[config.mk]
export PLATFORM = sky130hd
export DESIGN_NAME = br_lite_local_if
export DESIGN_NICKNAME = d
export VERILOG_FILES = /design/src/rtl/br_lite_local_if.sv
export SDC_FILE = /design/constraint.sdc
export NUM_CORES = 1
export LEC_CHECK = 0
export ABC_AREA = 1
export CAP_MARGIN = 5
export CORE_ASPECT_RATIO = 0.6
export CORE_MARGIN = 2
export CORE_UTILIZATION = 40
export DETAILED_ROUTE_END_ITERATION = 7
export DONT_BUFFER_PORTS = 1
export PLACE_DENSITY = 0.6
export RECOVER_POWER = 100
export SLEW_MARGIN = 15
export SYNTH_ARGS = -nofsm -noshare
export SYNTH_HDL_FRONTEND = slang
export SYNTH_SLANG_ARGS = --single-unit
[constraint.sdc]
create_clock -name clk_i -period 4.2 [get_ports clk_i]
set_input_delay 0.42 -clock clk_i [delete_from_list [all_inputs] [get_ports clk_i]]
set_output_delay 0.42 -clock clk_i [all_outputs]
set_load 0.02 [all_outputs]
[src/rtl/br_lite_local_if.sv]
// PE-side interface to a BrLite router local port: TX FIFO + req/ack injector,
// RX req/ack acceptor + RX FIFO drained by the PE over valid/ready.
module br_lite_local_if #(
  parameter int TX_DEPTH = 4,
  parameter int RX_DEPTH = 4,
  parameter int DATA_W   = 32
) (
  input  logic              clk_i,
  input  logic              rst_i,
  input  logic [DATA_W-1:0] tx_flit_i,
  input  logic              tx_valid_i,
  output logic              tx_ready_o,
  output logic [DATA_W-1:0] rx_flit_o,
  output logic              rx_valid_o,
  input  logic              rx_ready_i,
  output logic [DATA_W-1:0] noc_flit_o,
  output logic              noc_req_o,
  input  logic              noc_ack_i,
  input  logic              noc_busy_i,
  input  logic [DATA_W-1:0] noc_flit_i,
  input  logic              noc_req_i,
  output logic              noc_ack_o,
  output logic [31:0]       tx_cnt_o,
  output logic [31:0]       rx_cnt_o
);

  localparam int TAW = $clog2(TX_DEPTH);
  localparam int RAW = $clog2(RX_DEPTH);
  localparam logic [TAW:0] TX_ONE = {{TAW{1'b0}}, 1'b1};
  localparam logic [RAW:0] RX_ONE = {{RAW{1'b0}}, 1'b1};

  typedef enum logic {S_IDLE, S_REQ} tx_state_e;

  logic [DATA_W-1:0] tx_mem_q [TX_DEPTH];
  logic [DATA_W-1:0] rx_mem_q [RX_DEPTH];
  logic [TAW:0]      tx_wr_q, tx_rd_q;
  logic [RAW:0]      rx_wr_q, rx_rd_q;
  logic              tx_full, tx_empty, rx_full, rx_empty;
  logic              tx_push, tx_pop, rx_push, rx_pop;

  tx_state_e         tx_state_q, tx_state_d;
  logic [DATA_W-1:0] nflit_q, nflit_d;
  logic              ack_q, ack_d;
  logic [31:0]       tx_cnt_q, tx_cnt_d, rx_cnt_q, rx_cnt_d;

  // Wrap-bit pointers: equal index with differing MSB means full.
  assign tx_empty = (tx_wr_q == tx_rd_q);
  assign tx_full  = (tx_wr_q[TAW-1:0] == tx_rd_q[TAW-1:0]) && (tx_wr_q[TAW] != tx_rd_q[TAW]);
  assign rx_empty = (rx_wr_q == rx_rd_q);
  assign rx_full  = (rx_wr_q[RAW-1:0] == rx_rd_q[RAW-1:0]) && (rx_wr_q[RAW] != rx_rd_q[RAW]);

  assign tx_ready_o = !tx_full;
  assign tx_push    = tx_valid_i && !tx_full;
  assign rx_valid_o = !rx_empty;
  assign rx_flit_o  = rx_mem_q[rx_rd_q[RAW-1:0]];
  assign rx_pop     = rx_valid_o && rx_ready_i;
  // Ack-low guard stops a second accept while the router is still dropping req.
  assign rx_push    = noc_req_i && !rx_full && !ack_q;

  assign noc_req_o  = (tx_state_q == S_REQ);
  assign noc_flit_o = nflit_q;
  assign noc_ack_o  = ack_q;
  assign tx_cnt_o   = tx_cnt_q;
  assign rx_cnt_o   = rx_cnt_q;

  always_comb begin
    tx_state_d = tx_state_q;
    nflit_d    = nflit_q;
    tx_pop     = 1'b0;
    tx_cnt_d   = tx_cnt_q;
    case (tx_state_q)
      S_IDLE: begin
        if (!tx_empty && !noc_busy_i) begin
          tx_state_d = S_REQ;
          nflit_d    = tx_mem_q[tx_rd_q[TAW-1:0]];
        end
      end
      S_REQ: begin
        if (noc_ack_i) begin
          tx_state_d = S_IDLE;
          tx_pop     = 1'b1;
          tx_cnt_d   = tx_cnt_q + 32'd1;
        end
      end
      default: tx_state_d = S_IDLE;
    endcase
  end

  always_comb begin
    ack_d    = rx_push;
    rx_cnt_d = rx_push ? rx_cnt_q + 32'd1 : rx_cnt_q;
  end

  always_ff @(posedge clk_i) begin
    if (rst_i) begin
      tx_state_q <= S_IDLE;
      nflit_q    <= '0;
      ack_q      <= 1'b0;
      tx_cnt_q   <= '0;
      rx_cnt_q   <= '0;
      tx_wr_q    <= '0;
      tx_rd_q    <= '0;
      rx_wr_q    <= '0;
      rx_rd_q    <= '0;
    end else begin
      tx_state_q <= tx_state_d;
      nflit_q    <= nflit_d;
      ack_q      <= ack_d;
      tx_cnt_q   <= tx_cnt_d;
      rx_cnt_q   <= rx_cnt_d;
      if (tx_push) tx_wr_q <= tx_wr_q + TX_ONE;
      if (tx_pop)  tx_rd_q <= tx_rd_q + TX_ONE;
      if (rx_push) rx_wr_q <= rx_wr_q + RX_ONE;
      if (rx_pop)  rx_rd_q <= rx_rd_q + RX_ONE;
    end
  end

  // Storage needs no reset; pointers define what is valid.
  always_ff @(posedge clk_i) begin
    if (tx_push) tx_mem_q[tx_wr_q[TAW-1:0]] <= tx_flit_i;
    if (rx_push) rx_mem_q[rx_wr_q[RAW-1:0]] <= noc_flit_i;
  end

endmodule

# Word-level counts from Yosys, hierarchy flattened
# Memory sizes are Yosys's and may differ from the RTL's. A register that Yosys moved wholly into a read port is not among the register bits.
# Index checks and enable logic that the tools add are counted.
# totals
reg_bits	78
memories	2
mem_bits_rw	256
output_inout_bits	132
# op_classes
n_mux	11
n_bitwise	1
eq_ne	6
reduce_logical	15
addsub	6
# memory_table
name	depth	word_bits	rd	rd_clocked_by_memory_dff	wr	line	rtl
rx_mem_q	4	32	1	1	1	35	logic [DATA_W-1:0] rx_mem_q [RX_DEPTH];
tx_mem_q	4	32	1	1	1	34	logic [DATA_W-1:0] tx_mem_q [TX_DEPTH];
# op_table
operator	n
32-bit by 1-bit adder with 32-bit output, second input constant	2
3-bit by 1-bit adder with 3-bit output, second input constant	4
1-bit 2-to-1 mux	8
1-bit logical AND	7
3-bit == test	2
1-bit logical NOT	6
2-bit == test	2
2-bit 2-to-1 mux	2
2-bit AND reduction	2
1-bit != test	2
1-bit one-hot mux with 2 select lines	1
1-bit NOT	1

# Logic depth before layout (Yosys ltp)
# depth
depth_word	7
mapped_depth	10
ltp_nobuf	9

# Worst setup path before layout
# OpenSTA, ideal clock, no wires.
# synth_timing
path_type	reg-to-reg
from	reg tx_rd_q[0]
to	mem tx_mem_q[0][0], enable pin
arrival_ps	2428
n_path_buf	1
period_less_slack_ps	2850
setup_ps	421
path_slack_ps	1350
stages_incl_launch_ff	6
path_cell_list	dfxtp_1 > buf_4 > xnor2_2 > nand3b_1 > nand2_1 > nor2_1
# synth_via
elab_chain_cells	6
# synth_lines
item	line	rtl
from (decl)	36	logic [TAW:0] tx_wr_q, tx_rd_q;
from (signal assigned)	112	if (tx_pop) tx_rd_q <= tx_rd_q + TX_ONE;
2-bit == test	48	assign tx_full = (tx_wr_q[TAW-1:0] == tx_rd_q[TAW-1:0]) && (tx_wr_q[TAW] != tx_rd_q[TAW]);
1-bit logical AND	48	
1-bit logical NOT	-	
named net tx_ready_o	12	output logic tx_ready_o,
1-bit logical AND	53	assign tx_push = tx_valid_i && !tx_full;
1-bit 2-to-1 mux	120	if (tx_push) tx_mem_q[tx_wr_q[TAW-1:0]] <= tx_flit_i;
1-bit 2-to-1 mux (not written as such)	120	
to (decl)	34	
# The timed path passes the listed nets, and every way through them passes these cells.

# Worst setup path in the final report
# layout_timing
from	reg tx_wr_q[2]
to	mem tx_mem_q[1][30], enable pin
# layout_via
elab_chain_cells	6
# layout_lines
item	line	rtl
from (decl)	36	
from (signal assigned)	111	if (tx_push) tx_wr_q <= tx_wr_q + TX_ONE;
1-bit != test	48	
1-bit logical AND	48	
1-bit logical NOT	-	
named net tx_ready_o	12	
1-bit logical AND	53	
1-bit 2-to-1 mux	120	
1-bit 2-to-1 mux (not written as such)	120	
# The timed path passes the listed nets, and every way through them passes these cells.

==> out/qor.csv <==
metric;value;unit
outcome;complete, but fails checks;
violations;max-capacitance violations, max-slew violations;
antenna_found_initial;0;
worst_pin_slew;2.30;ns
synthAdderAreaFrac;0.0101;
placementRows;54;
post_cts_resized;0;
cp_max_fo;32;
cp_cell_sequence;xnor2_1 > nand3b_1 > nand2_1 > nor2_2 > clkbuf_1;
syn_nets;1557;
hold_path.class;in -> reg;
area_growth;15.9;%
min_period_over_period;0.830;
grt_overflow;0;
detailed_place_hpwl;22700;um
numCtsBuffers;36;
die_h;154;um
post_drt_via_cell_ratio;5.02;
grt_pass1_vias;9960;
dpl_cell_area;15400;um2
relSlewSlack;-0.536;
synth_seq_cells;368;
maxSlewViolCount;208;
fin_ws;0.715;ns
p_per_area;500;nW/um2
synth_top_family_by_area;simple AND/OR/NAND/NOR gates;
synth_top_area_frac;0.515;
start_util;0.408;
clockBufferDepth;3;
setup_violations;0;
die_x;253;um
slowest_delay;1.64;ns
max_freq;287;MHz
drt_iter0_markers;836;
grt_usage;0.181;
drc_errors;0;
cts_tree;done;
pin_count;203;
yosysSeqAreaShare;0.666;
rsz0062_at_grt;false;
clkTransAtPathRegs;0.06;ns
final_core_util;0.473;
synth_xor_area_frac;0.00638;
syn_area;14900;um2
synth-simple-area-share;0.173;
pre_cts_slack;1.59;ns
power.internal;6500;uW
htree_levels;2;
num_antenna_cells;0;
core_area;36600;um2
required;4.28;ns
async_flop_share;0;
setup-tns-final;0;ns
post_synth.cell_area_avg;10.1;um2
sequentialPowerShare;0.487;
io_buffers;0;
cp.arrival;3.57;ns
clockPowerShare;0.413;
vias;10400;
maxCapViolCount;6;
muxShareOfSynthArea;0;
postSynthCellCount;1474;
finalNetCount;1613;
drt-total-wl;35200;um
grt_pass1_wl;55700;um
period_needed;3.48;ns
final_area;17300;um2
p_switching;2140;uW
worstSetupStartpointType;flop;
finClkSkew;0.0147;ns
drive_gt1_frac;0.0513;
sw_frac_of_total;0.248;
synthTopCellsByArea;edfxtp_1 (52%), dfxtp_1 (15%), nor2_1 (7.9%);
wire_per_inst;17.1;um
yosys.area.top_type;edfxtp_1;
cts_root_buffer;clkbuf_16;
clock_latency;0.52;ns
grt_max_degree;72;
dr.pass1.iters;5;
ys_warn_count;0;
synth_edf_count;256;
clock_sinks;368;
place.gp.congestion;0.828;
cp_slowest_cell;clkbuf_1;
vdd.ir_drop.worst;0.286;mV
dieArea;38900;um2
p_leak;0.00616;uW
hold_viol;0;
endpoint_kind;flop;
synth.distinct_cells;33;
detail-route-antenna-nets;0;
power_frac_comb;0.100;
synth-compound-area-share;0.0950;
crit_type;reg -> reg;
synth_ff_type;edfxtp_1;
-- kinds of logic after synthesis --
family                     count (synthesis)
AOI/OAI and AO/OA                        266
xor gates and xnor gates                  10
buffers and inverters                    179
DFF                                      368
adders and majority gates                 12
and+or+nand+nor                          639
-- synth_stat cells (9+ instances only) --
| library cell | n |
|---|---|
| inv_1 | 114 |
| nand3_1 | 43 |
| o21ai_0 | 154 |
| edfxtp_1 | 256 |
| nand2_1 | 233 |
| clkbuf_1 | 36 |
| nor2_1 | 312 |
| dfxtp_1 | 112 |
| nor3_1 | 16 |
| ha_1 | 12 |
| buf_4 | 9 |
| o22ai_1 | 64 |
| a21oi_1 | 44 |
| nand4_1 | 14 |
| buf_2 | 11 |
-- state kept, by name (all words and copies together), names as in the netlist, named ones only --
name,count
noc_req_o,1
tx_mem_q,128
tx_cnt_o,32
noc_flit_o,32
rx_wr_q,3
rx_rd_q,3
noc_ack_o,1
rx_mem_q,128
tx_wr_q,3
tx_rd_q,3
rx_cnt_o,32
-- repair_timing --
action	4_1_cts	5_1_grt
setup buffers	0	0
hold endpoints to repair	273	0
hold buffers	65	0
-- path summary, 6_finish.rpt --
check	start	to	depth (start not counted)	slack, ns
setup / recovery	tx_wr_q[2]	tx_mem_q[1][30]	5	0.72
hold / removal	noc_ack_i	noc_req_o	2	0.08
setup reg to reg	tx_wr_q[2]	tx_mem_q[1][30]	5	0.72
hold reg to reg	tx_rd_q[2]	tx_rd_q[2]	2	0.48
-- area by class of cell --
cell class,instances,area [um2]
clock buffers,43,1000
well taps,504,631
multi-input cells,927,4230
repair buffers,81,729
flip-flops and latches,368,9930
inverters,116,437
clock inverters,23,329
fillers,3290,19300
-- power by group through the flow --
stage | Combinational, uW | Sequential (uW) | Clock, uW
finish | 862 | 4200 | 3570
global route | 980 | 4220 | 3810
CTS | 882 | 4200 | 3660
detailed placement | 799 | 4280 | 0
global placement | 785 | 4280 | 0
floorplan | 624 | 4260 | 0
-- metal layers --
metal  global-route usage  vias to the layer above  part of all wire
li1                     -                     5107                 -
met1                0.259                     4883              0.46
met4               0.0552                        0             0.026
met2                0.268                      306              0.44
met3               0.0520                       64             0.080
met5                    0                        -                 0
-- cell usage in the layout, fill, tap and decap left out, drive strengths merged --
cell type,count
a21oi,44
xor2,4
clkinv,16
inv,112
nand3b,6
a31oi,1
ha,12
dfxtp,112
nor3b,1
o21ai,155
o22ai,64
edfxtp,256
or2,1
clkbuf,55
nand4,14
nand3,45
xnor2,6
buf,4
nor2,321
nor3,16
and2,1
nand2,234
o21bai,2
bufinv,8
dlygate4sd3,65
clkinvlp,3
-- through the flow --
step           cells  hold WS [ns]  total power, uW
2_1_floorplan   1474         0.447             4880
3_3_place_gp    1931         0.465             5060
3_5_place_dp    1931         0.468             5080
4_1_cts         2062        0.0481             8750
5_1_grt         2062        0.0545             9010
6_report        2062        0.0764             8640
-- critical path: cells and delay by family (launching register included) --
kind	cells	cell delay (ns)
buffers and inverters	1	1.64
AND/OR/NAND/NOR	3	0.82
flip-flops	1	0.39
XOR/XNOR	1	0.15
Power figures use the tool's default switching activity.
